==> config.mk <==
export PLATFORM = sky130hd
export DESIGN_NAME = reg_write_scoreboard
export DESIGN_NICKNAME = d
export VERILOG_FILES = /design/src/rtl/reg_write_scoreboard.sv
export SDC_FILE = /design/constraint.sdc
export NUM_CORES = 1
export LEC_CHECK = 0
export CORE_MARGIN = 2
export CORE_UTILIZATION = 63
export CTS_BUF_LIST = sky130_fd_sc_hd__clkbuf_8
export DETAILED_ROUTE_END_ITERATION = 8
export HOLD_SLACK_MARGIN = 0.03
export PLACE_DENSITY_LB_ADDON = 0.15
export SETUP_SLACK_MARGIN = 0.05
export SLEW_MARGIN = 15
export SYNTH_ARGS = -nofsm -noshare
export SYNTH_HDL_FRONTEND = slang
export SYNTH_SLANG_ARGS = --single-unit
export TNS_END_PERCENT = 100
==> constraint.sdc <==
create_clock -name clk -period 11.8 [get_ports clk]
set_clock_uncertainty 0.1 [all_clocks]
set_input_delay 3.54 -clock clk [delete_from_list [all_inputs] [get_ports clk]]
set_output_delay 3.54 -clock clk [all_outputs]
set_load 0.1 [all_outputs]
==> src/rtl/reg_write_scoreboard.sv <==
// Register write scoreboard for the ID stage.
// Counts in-flight writes per architectural register between the ID issue
// point and the WB writeback point, and raises a stall while an ID-stage
// source operand still has a pending write.
module reg_write_scoreboard #(
    parameter int NUM_REGS = 16,
    parameter int CNT_W    = 2,
    localparam int IDX_W   = (NUM_REGS > 1) ? $clog2(NUM_REGS) : 1
) (
    input  logic                clk,
    input  logic                rst,
    input  logic                issue_valid,
    input  logic                issue_wb_en,
    input  logic [IDX_W-1:0]    issue_dest,
    input  logic                freeze,
    input  logic [IDX_W-1:0]    src1,
    input  logic [IDX_W-1:0]    src2,
    input  logic                has_src2,
    input  logic                retire_valid,
    input  logic [IDX_W-1:0]    retire_dest,
    output logic                hazard,
    output logic [NUM_REGS-1:0] busy,
    output logic [3:0]          outstanding,
    output logic                err_overflow,
    output logic                err_underflow
);

    localparam logic [CNT_W-1:0] CNT_MAX = {CNT_W{1'b1}};

    // Indices at or beyond NUM_REGS are treated as "no register".
    function automatic logic idx_valid(input logic [IDX_W-1:0] idx);
        return ({1'b0, idx} < (IDX_W+1)'(NUM_REGS));
    endfunction

    // Busy lookup that reads as idle for an out-of-range index.
    function automatic logic busy_at(input logic [NUM_REGS-1:0] b,
                                     input logic [IDX_W-1:0]    idx);
        logic hit;
        hit = 1'b0;
        for (int r = 0; r < NUM_REGS; r++) begin
            if (idx == IDX_W'(r)) hit = b[r];
        end
        return hit;
    endfunction

    // Saturating up/down step: simultaneous inc and dec cancel, a full
    // counter refuses to increment, an empty counter refuses to decrement.
    function automatic logic [CNT_W-1:0] cnt_step(input logic [CNT_W-1:0] c,
                                                  input logic             inc,
                                                  input logic             dec);
        logic [CNT_W-1:0] n;
        n = c;
        if (inc && !dec && (c != CNT_MAX)) n = c + CNT_W'(1);
        else if (dec && !inc && (c != '0)) n = c - CNT_W'(1);
        return n;
    endfunction

    logic [CNT_W-1:0] cnt     [NUM_REGS];
    logic [CNT_W-1:0] cnt_nxt [NUM_REGS];

    logic             issue_fire;
    logic             inc_any;
    logic             dec_any;
    logic             same_reg;
    logic [CNT_W-1:0] inc_cnt;
    logic [CNT_W-1:0] dec_cnt;
    logic             inc_ok;
    logic             dec_ok;
    logic             ovf_set;
    logic             udf_set;

    // Per-register busy flags straight from the registered counters.
    always_comb begin
        busy = '0;
        for (int r = 0; r < NUM_REGS; r++) begin
            busy[r] = (cnt[r] != '0);
        end
    end

    // Stall request: any real source operand with a pending write.
    always_comb begin
        hazard = busy_at(busy, src1) | (has_src2 & busy_at(busy, src2));
    end

    // Issue/retire qualification, acceptance and next counter values.
    always_comb begin
        issue_fire = issue_valid & issue_wb_en & ~freeze & ~hazard;
        inc_any    = issue_fire & idx_valid(issue_dest);
        dec_any    = retire_valid & idx_valid(retire_dest);
        same_reg   = inc_any & dec_any & (issue_dest == retire_dest);

        inc_cnt = '0;
        dec_cnt = '0;
        for (int r = 0; r < NUM_REGS; r++) begin
            if (issue_dest == IDX_W'(r))  inc_cnt = cnt[r];
            if (retire_dest == IDX_W'(r)) dec_cnt = cnt[r];
        end

        // A same-register issue+retire is a hold, so neither side is accepted.
        inc_ok  = inc_any & ~same_reg & (inc_cnt != CNT_MAX);
        dec_ok  = dec_any & ~same_reg & (dec_cnt != '0);
        ovf_set = inc_any & ~same_reg & (inc_cnt == CNT_MAX);
        udf_set = dec_any & ~same_reg & (dec_cnt == '0);

        for (int r = 0; r < NUM_REGS; r++) begin
            cnt_nxt[r] = cnt_step(cnt[r],
                                  inc_any && (issue_dest == IDX_W'(r)),
                                  dec_any && (retire_dest == IDX_W'(r)));
        end
    end

    // State update: counters, running total and sticky error flags.
    always_ff @(posedge clk) begin
        if (rst) begin
            for (int r = 0; r < NUM_REGS; r++) begin
                cnt[r] <= '0;
            end
            outstanding   <= '0;
            err_overflow  <= 1'b0;
            err_underflow <= 1'b0;
        end else begin
            for (int r = 0; r < NUM_REGS; r++) begin
                cnt[r] <= cnt_nxt[r];
            end
            outstanding   <= outstanding + {3'b000, inc_ok} - {3'b000, dec_ok};
            err_overflow  <= err_overflow | ovf_set;
            err_underflow <= err_underflow | udf_set;
        end
    end

endmodule

# After elaboration in Yosys (flattened, before gate mapping)
# Memory sizes are Yosys's and may differ from the RTL's.
# Cells that the tools add are included.
[word_totals]
reg_bits = 6
mem_bits_rw = 32
input_bits = 23
out_inout_bits = 23
wordCells = 416
mem_count = 1
[op_classes]
addsub = 34
eq_ne = 79
mux = 115
bitwise = 34
n_reduce_logical = 150
[memory_table]
columns = ["memory", "words", "width", "read_ports", "rd_clocked_by_memory_dff", "write_ports", "line_no", "source"]
rows = [
  ["cnt", 16, 2, 16, 0, 16, "58", "logic [CNT_W-1:0] cnt [NUM_REGS];"],
]
[ops]
columns = ["cell", "n"]
rows = [
  ["2-bit 2-to-1 mux", 80],
  ["4-bit equality test (second input constant)", 32],
  ["1-bit logical AND", 96],
  ["4-bit by 3-bit equality test with 1-bit output (second input constant)", 16],
  ["1-bit 2-to-1 mux", 35],
  ["2-bit != test (second input constant)", 17],
  ["2-bit nonzero test", 17],
  ["2-bit by 1-bit adder with 2-bit output (second input constant)", 16],
  ["4-bit by 2-bit equality test with 1-bit output (second input constant)", 8],
  ["1-bit logical NOT", 32],
  ["2-bit by 1-bit subtractor with 2-bit output (second input constant)", 16],
  ["1-bit OR", 19],
  ["4-bit by 1-bit equality test with 1-bit output (second input constant)", 4],
  ["4-bit logical NOT", 4],
  ["1-bit AND", 12],
  ["4-bit by 1-bit adder with 4-bit output", 1],
  ["4-bit equality test", 1],
  ["4-bit by 1-bit subtractor with 4-bit output", 1],
  ["1-bit inverter", 3],
  ["2-bit equality test (second input constant)", 1],
  ["2-bit logical NOT", 1],
]

# Longest topological paths before layout
# Gate-level depths: netlist (run 1).
[depth]
depth_word = 28
ltp_mapped = 16
depth_no_buf = 15

# Worst setup path before layout (run 1)
# Ideal clock, no wire load.
[synth_path]
path_kind = "input -> output"
startpoint = "in src1[1]"
endpoint = "out hazard"
arrival_time_ps = 5237
required_ps = 8160
setup_slack_ps = 2923
cell_stages = 6
path_buffers = 1
path_cell_list = "clkbuf_1 > or3b_2 > o32ai_1 > a21oi_1 > o22ai_2 > or2_2"
[synth_between]
elab_chain_len = 18
word_cells_on_any_way = 33
classes_between = "eq/ne (15); mux (16); bitwise (1); reduce/logical (1)"
[synth_lines]
columns = ["element", "line_no", "source"]
rows = [
  ["start: declaration", "16", "input logic [IDX_W-1:0] src1,"],
  ["4-bit logical NOT", "41", "if (idx == IDX_W'(r)) hit = b[r];"],
  ["1-bit 2-to-1 mux (15 in series)", "41", ""],
  ["1-bit 2-to-1 mux *", "41", ""],
  ["1-bit OR *", "82", "hazard = busy_at(busy, src1) | (has_src2 & busy_at(busy, src2));"],
  ["end: declaration", "21", "output logic hazard,"],
]
# Mark *: on every way between the ends. The rest lies on a longest branch, timed or not.

# Worst setup path in the final report (run 1)
[layout_path]
startpoint = "in src2[1]"
endpoint = "out hazard"
[layout_between]
elab_chain_len = 19
word_cells_on_any_way = 34
classes_between = "eq/ne (15); mux (16); bitwise (2); reduce/logical (1)"
[layout_lines]
columns = ["element", "line_no", "source"]
rows = [
  ["start: declaration", "17", "input logic [IDX_W-1:0] src2,"],
  ["4-bit logical NOT", "41", ""],
  ["1-bit 2-to-1 mux (15 in series)", "41", ""],
  ["1-bit 2-to-1 mux *", "41", ""],
  ["1-bit AND *", "82", ""],
  ["1-bit OR *", "82", ""],
]
# Marked as above.

==> results.txt, run 1 <==
CTS Buf Count = 5
DRC violations left = 0
Worst-Skew Late Latency = 0.30 ns
Max VDD drop = 0.000132 V
Kind of critical path = in2out
Area grow syn2layout = 14.5%
Syn_nets = 545
Final Non-Filler Cells = 612
Nets = 568
Fin area = 4180 um^2
Final hold violations = 0
Max-slew violation count = 0
Port bufs = 45
Type of the tightest min-delay check = reg2reg
Maximum fanout along the worst path = 28
Post-place instance area = 4070 um^2
Final Hold Slack = 0.419 ns
Final Cycle Share = 0.830
Post-synthesis cell type count = 71
Largest net degree at the start of global routing = 61
Die area = 6420 um^2
Share of layout cells above drive strength 1 = 0.0759
TNS Setup = 0 ns
Remaining Overflow, GRT = 0
Worst-case clock buffer depth = 2
Post_cts resized = 0
Vias per inst = 6.93
CTS HTree Levels = 2
Leakage = 1.45 nW
Core ar. = 5540 um^2
Flops & latches, synth = 38
Register area share after synthesis = 0.208
CTS root buf = clkbuf_8
Post-CTS Hold Buffers = 0
Die Width = 80.1 um
Worst setup SP type = primary input
Initial antenna violation count = 0
Post-synth EDFFs = 0
Worst Path Arrival = 6.16 ns
Depth of the worst hold-timing path = 2
DP Wirelength = 8470 um
Relative slew slack = 0.296
Status = finished clean
Worst Setup End Kind = output port
Synth Flop Type = dfxtp_1
Top-area cell type share of the netlist area = 0.208
DP Cell Count = 605
Vias after detailed routing = 4,239
Top post-synthesis cells by area = dfxtp_1, nor2_1, nand2_1
Clk pin slew, worst setup/hold paths = 0.08 ns
Drt first-iter violations = 637
Pwr dens = 88.5 nW/um^2
First-pass GRT wire length = 19,000 um
Gate Count Post-Synth = 517
Wire per inst = 19.4 um
Starting Density = 0.659
Final ANT Viol Nets = 0
Number of clock sinks = 38
GRT Total Usage = 0.383
Highest clock rate = 0.102 GHz
Mapped cell area = 3650 um^2
RSZ-0062 raised after global routing = false
Die height = 80.1 um
Post-synth ARST share = 0
Syn_area_per_cell = 7.06 um^2
Worst slew pin tran = 1.06 ns
R2R setup slack = 7.57 ns
WL final = 11,800 um
Antenna cell count = 0
Post CTS Setup Buffer Count = 0
Yosys warns = 0
Row count = 27
Post-layout util = 0.755
I/O pin count = 46
Final Critical Period = 9.80 ns
WP data required = 8.16 ns
Vias in the first global route = 3,859
R2R cell count = 15
Placer's final routability congestion estimate = 1.04
Area leader, netlist = dfxtp_1
Max_cap viols = 0
TritonCTS clock tree = done
Pre-Repair DR Iteration Count = 5
Final setup violation count = 0
==> layout make-up <==
class	count	area (um^2)
clock buffer	6	82.6
fill	455	1360
timing repair buffer	47	458
tap	72	90.1
multi-input combinational	415	2640
sequential	38	761
clock inverter	1	30.0
inverter	33	124
==> registers in the layout (all words and copies together) (netlist names) <==
name           cells
cnt               32
err_overflow       1
err_underflow      1
outstanding        4
==> per-layer routing <==
layer  up-vias  GRT usage  wire (um)
met5         -          0          0
met2       265      0.605       5360
met3        42     0.0989       1410
met1      1958      0.495       4670
met4         0      0.158        401
li1       1974          -          -
==> path summary, 6_finish.rpt <==
path | from | end
setup reg to reg | cnt[0][8] | outstanding[2]
hold reg to reg | cnt[0][8] | cnt[0][9]
setup / recovery | src2[1] | hazard
hold / removal | cnt[0][8] | cnt[0][9]
==> per-stage QoR <==
stage,setup slack [ns],total power [mW]
after floorplan,2.92,0.222
after global placement,2.19,0.247
after detailed placement,2.06,0.251
after CTS,2.05,0.368
after global routing,1.80,0.381
final,2.00,0.370
==> synthesized netlist by cell type, types with 4 or more instances <==
library cell and number:
dfxtp_1 38, o21ai_0 35, nor4_1 8, nand3b_1 4, o21bai_1 11, mux2i_1 7
or4b_1 4, or2_2 5, xor2_1 4, nand2_1 50, a211oi_1 8, nor2_1 52
nor3_1 37, nor4b_1 14, o22ai_1 14, mux4_2 5, nand3_1 22, a21oi_1 27
and3_1 8, nor2b_1 10, a31oi_1 4, o311ai_0 7, mux2_2 4, ha_1 4
nand2b_1 6, nand4_1 9, clkbuf_1 24, inv_1 32
==> power by group <==
group          total [mW]  switching (mW)  internal, mW
clock               0.120          0.0525        0.0678
combinational       0.114          0.0791        0.0352
sequential          0.135         0.00312         0.132
total               0.370           0.135         0.235
==> cells by family after synthesis <==
logic type | Yosys count | synth area share
xor+xnor | 7 | 0.0168
simple gates | 245 | 0.358
flops | 38 | 0.208
fa+ha+maj | 5 | 0.0192
buf+inv | 64 | 0.0696
mux | 16 | 0.0624
compound gates | 142 | 0.265
==> critical path, stage by stage <==
cell,delay [ns]
clkdlybuf4s50_1,0.77
o21ai_0,0.23
a21oi_1,0.19
o221ai_1,0.20
a311oi_4,0.32
buf_4,0.36
or2_2,0.23
buf_4,0.30
==> layout by cell type (no fill, tap or decap), types with 5 or more instances in the layout <==
master | Yosys | layout
o22ai_1 | 14 | 14
clkdlybuf4s50_1 | 0 | 43
mux4_2 | 5 | 5
dfxtp_1 | 38 | 38
nor2b_1 | 10 | 10
nor4b_1 | 14 | 14
and3_1 | 8 | 8
a211oi_1 | 8 | 8
or2_2 | 5 | 5
o21ai_0 | 35 | 35
nand3_1 | 22 | 22
nand2_1 | 50 | 50
nor3_1 | 37 | 37
o311ai_0 | 7 | 7
o21bai_1 | 11 | 11
mux2i_1 | 7 | 7
inv_1 | 32 | 32
nand2b_1 | 6 | 6
clkbuf_8 | 0 | 6
nor4_1 | 8 | 8
a21oi_1 | 27 | 27
nor2_1 | 52 | 52
nand4_1 | 9 | 9
Power figures use the tool's default switching activity.
==> run 2: changes to the inputs <==
Settings changed: CORE_UTILIZATION 63 to 53.
Clock period 11.8 ns to 8.45 ns, I/O delays scaled along.
==> run 2 against run 1 <==
Compared with the run above:
- flip-flop and latch count is the same
- largest power group unchanged
- clock-buffer cell count increased by 2
- sequential power is 40% higher
- critical path type unchanged
- worst hold slack better by 0.027 ns
- clock power increased by 28%
- final cell count increased by 2.0%
- critical endpoint unchanged
==> results.txt, run 2 (synthesized netlist as in run 1, its figures left out) <==
Row count = 30
Remaining Overflow, GRT = 0
Maximum fanout along the worst path = 28
DP Cell Count = 616
Tot Pwr = 502 uW
CTS Buf Count = 5
Reg2reg start = cnt[0][8]
Share of layout cells above drive strength 1 = 0.0827
Type of the tightest min-delay check = reg2reg
TNS Setup = 0 ns
Area grow syn2layout = 15.7%
R2R cell count = 15
WL final = 11,900 um
Max reg flops = 32
Worst Path Arrival = 4.98 ns
Largest net degree at the start of global routing = 61
Final Critical Period = 7.62 ns
GRT Total Usage = 0.321
Highest clock rate = 0.131 GHz
I/O pin count = 46
DRC violations left = 0
Max VDD drop = 0.000164 V
Number of clock sinks = 38
Post CTS Setup Buffer Count = 0
Antenna cell count = 0
Worst Setup SP = src1[0]
Post-CTS Hold Buffers = 0
Final hold violations = 0
Drt first-iter violations = 517
RSZ-0062 raised after global routing = false
Placer's final routability congestion estimate = 0.961
Initial antenna violation count = 0
Relative slew slack = 0.351
Clk pin slew, worst setup/hold paths = 0.08 ns
DP Wirelength = 8490 um
Port bufs = 45
Post-layout util = 0.628
Worst Setup End Kind = output port
R2R setup slack = 4.46 ns
Pre-Repair DR Iteration Count = 6
Min-delay src = cnt[0][7]
Leakage = 1.47 nW
Critical R2R Capture = outstanding[2]
Pwr dens = 119 nW/um^2
Kind of critical path = in2out
Hold EP = cnt[0][7]
CTS root buf = clkbuf_8
Vias after detailed routing = 4,263
TritonCTS clock tree = done
Die height = 87.0 um
Final ANT Viol Nets = 0
Final Non-Filler Cells = 624
Max_cap viols = 0
Vias per inst = 6.83
Commonest non-fill, non-tap cells in the layout = nor2_1, nand2_1, clkdlybuf4s50_1
Die Width = 87.0 um
Largest registers = cnt x32, outstanding x4
Most flop-heavy register = cnt
Post_cts resized = 0
Final setup violation count = 0
Worst-Skew Late Latency = 0.30 ns
CTS HTree Levels = 2
Most common cell after layout, fill and taps aside = nor2_1
Final Cycle Share = 0.902
Worst setup SP type = primary input
Die area = 7570 um^2
Wire per inst = 19.1 um
Vias in the first global route = 3,800
Core ar. = 6720 um^2
WP data required = 5.82 ns
Status = finished clean
Starting Density = 0.543
First-pass GRT wire length = 19,000 um
Depth of the worst hold-timing path = 2
Worst-case clock buffer depth = 2
Nets = 571
Max-slew violation count = 0
Worst slew pin tran = 0.970 ns
==> run 2: changes by cell type in the layout (fill, tap and decap cells not counted), sizes merged <==
| cell | change |
|---|---|
| buf | +3 |
| clkbuf | +2 |
| bufinv | -1 |
==> run 2: where the power goes <==
part	switching, mW	total, mW	internal (mW)	leakage (nW)
Sequential	0.00426	0.189	0.185	0.307
Clock	0.0700	0.153	0.0825	0.0575
Combinational	0.110	0.161	0.0515	1.11
Total	0.184	0.502	0.319	1.47
==> run 2: stage by stage <==
stage	area, um^2	worst slack, ns	hold WS [ns]
floorplan	3650	1.58	0.372
global placement	4110	0.886	0.427
detailed placement	4110	0.851	0.428
CTS	4220	0.832	0.440
global route	4220	0.735	0.461
finish	4220	0.832	0.445
==> run 2: how the worst max path moves through the flow <==
stage | endpoint
after floorplan | hazard
after global placement | hazard
after detailed placement | hazard
after CTS | hazard
after global routing | hazard
final | hazard
==> run 2: layout make-up <==
type	instances	area, um^2
Multi-Input combinational cell	415	2640
Fill cell	637	2500
Sequential cell	38	761
Timing Repair Buffer	50	493
Inverter	33	124
Clock buffer	8	110
Tap cell	80	100
==> run 2: layer usage <==
metal,routed length (um),vias up,global-route usage
met1,4870,1964,0.441
met4,539,0,0.151
met3,1310,51,0.0607
met2,5210,274,0.482
met5,0,-,0
li1,-,1974,-
==> run 2: critical path, cell delays in order <==
cell	delay, ns
clkdlybuf4s50_1	0.71
mux4_2	0.56
a211oi_2	0.25
o22ai_2	0.10
buf_4	0.24
or2_2	0.38
buf_12	0.19
==> run 3: changes to the inputs <==
Settings changed: CORE_UTILIZATION 53 to 58, MAX_ROUTING_LAYER set to met4, TNS_END_PERCENT 100 to 50.
Clock period 8.45 ns to 8.58 ns, I/O delays scaled along.
==> run 3 against run 2 <==
Compared with the run above:
- design area shrank 1.0%
- die area decreased by 8.2%
- final cell count shrank 1.3%
- non-clock buffer count fell by 3
- global-route usage increased by 2.0 points
==> results.txt, run 3 (synthesized netlist as in run 1, its figures left out) <==
Vias per inst = 6.98
Core ar. = 5990 um^2
Most flop-heavy register = cnt
Share of layout cells above drive strength 1 = 0.0776
Worst-Skew Late Latency = 0.30 ns
Largest registers = cnt x32, outstanding x4
Final setup violation count = 0
Max-slew violation count = 0
Tot Pwr = 480 uW
Worst Path Arrival = 5.07 ns
Post CTS Setup Buffer Count = 0
Depth of the worst hold-timing path = 2
# fillers = 505
Highest clock rate = 0.129 GHz
Max_cap viols = 0
DP Wirelength = 8460 um
Die height = 83.3 um
Largest net degree at the start of global routing = 61
Max VDD drop = 0.000134 V
TNS Setup = 0 ns
Worst Setup End Kind = output port
Final Cycle Share = 0.903
Starting Density = 0.609
Post_cts resized = 0
Worst-case clock buffer depth = 2
I/O pin count = 46
CTS HTree Levels = 2
First-pass GRT wire length = 18,800 um
Commonest non-fill, non-tap cells in the layout = nor2_1, nand2_1, clkdlybuf4s50_1
Post-CTS Hold Buffers = 0
Clk pin slew, worst setup/hold paths = 0.08 ns
Antenna cell count = 0
Maximum fanout along the worst path = 28
CTS root buf = clkbuf_8
WL final = 12,000 um
Vias after detailed routing = 4,301
DRC violations left = 0
Final hold violations = 0
Number of clock sinks = 38
CTS Buf Count = 5
Row count = 28
Final Critical Period = 7.75 ns
Max reg flops = 32
RSZ-0062 raised after global routing = false
Final ANT Viol Nets = 0
Wire per inst = 19.4 um
Min-delay src = cnt[0][8]
Hold EP = cnt[0][9]
Drt first-iter violations = 609
Most common cell after layout, fill and taps aside = nor2_1
Worst setup SP type = primary input
Worst Setup SP = src1[0]
Vias in the first global route = 3,722
Placer's final routability congestion estimate = 0.986
R2R cell count = 15
Relative slew slack = 0.300
Type of the tightest min-delay check = reg2reg
Remaining Overflow, GRT = 0
Die area = 6940 um^2
R2R setup slack = 4.54 ns
Pwr dens = 115 nW/um^2
Leakage = 1.45 nW
WP data required = 5.91 ns
TritonCTS clock tree = done
Die Width = 83.3 um
GRT Total Usage = 0.341
Reg2reg start = cnt[0][8]
Critical R2R Capture = outstanding[2]
Pre-Repair DR Iteration Count = 6
Initial antenna violation count = 0
Port bufs = 45
Area grow syn2layout = 14.5%
Kind of critical path = in2out
Status = finished clean
Worst slew pin tran = 1.05 ns
Nets = 568
-- run 3: how the worst max path moves through the flow --
stage          endpoint  slack, ns  cells after the start
2_1_floorplan    hazard       1.64                      6
3_3_place_gp     hazard       0.94                      7
3_5_place_dp     hazard       0.90                      7
4_1_cts          hazard       0.89                      7
5_1_grt          hazard       0.73                      7
6_report         hazard       0.83                      7
-- run 3: stage by stage --
step                       util  std cells  hold WS (ns)  instance area, um^2  worst slack, ns
after floorplan               -        517         0.372                 3650             1.64
after global placement    0.682        608         0.419                 4080            0.935
after detailed placement  0.682        608         0.425                 4080            0.899
after CTS                 0.698        616         0.438                 4180            0.888
after global routing      0.698        616         0.465                 4180            0.735
final                     0.698        616         0.443                 4180            0.834
-- run 3: layout make-up --
| cell class | instances | area, um^2 | area share |
|---|---|---|---|
| multi-input combinational | 415 | 2640 | 0.631 |
| inverter | 33 | 124 | 0.0296 |
| tap | 75 | 93.8 | 0.0225 |
| clock buffer | 6 | 82.6 | 0.0198 |
| sequential | 38 | 761 | 0.182 |
| timing repair buffer | 47 | 470 | 0.113 |
| clock inverter | 2 | 12.5 | 0.00299 |
-- run 3: worst max-delay path: stages --
cell	delay [ns]
clkdlybuf4s50_1	0.74
mux4_2	0.57
a211oi_2	0.25
o22ai_2	0.11
buf_4	0.26
or2_2	0.38
buf_12	0.19
-- run 3: power breakdown --
part | internal (mW) | switching, mW | total (mW)
Sequential | 0.182 | 0.00416 | 0.186
Clock | 0.0647 | 0.0701 | 0.135
Combinational | 0.0500 | 0.109 | 0.159
-- run 3: layer usage --
metal / up-vias / track usage / wire length [um]
met5: - / - / 0
met4: 0 / 0.112 / 363
met3: 45 / 0.0596 / 1440
met2: 291 / 0.532 / 5390
met1: 1990 / 0.447 / 4780
li1: 1975 / - / -
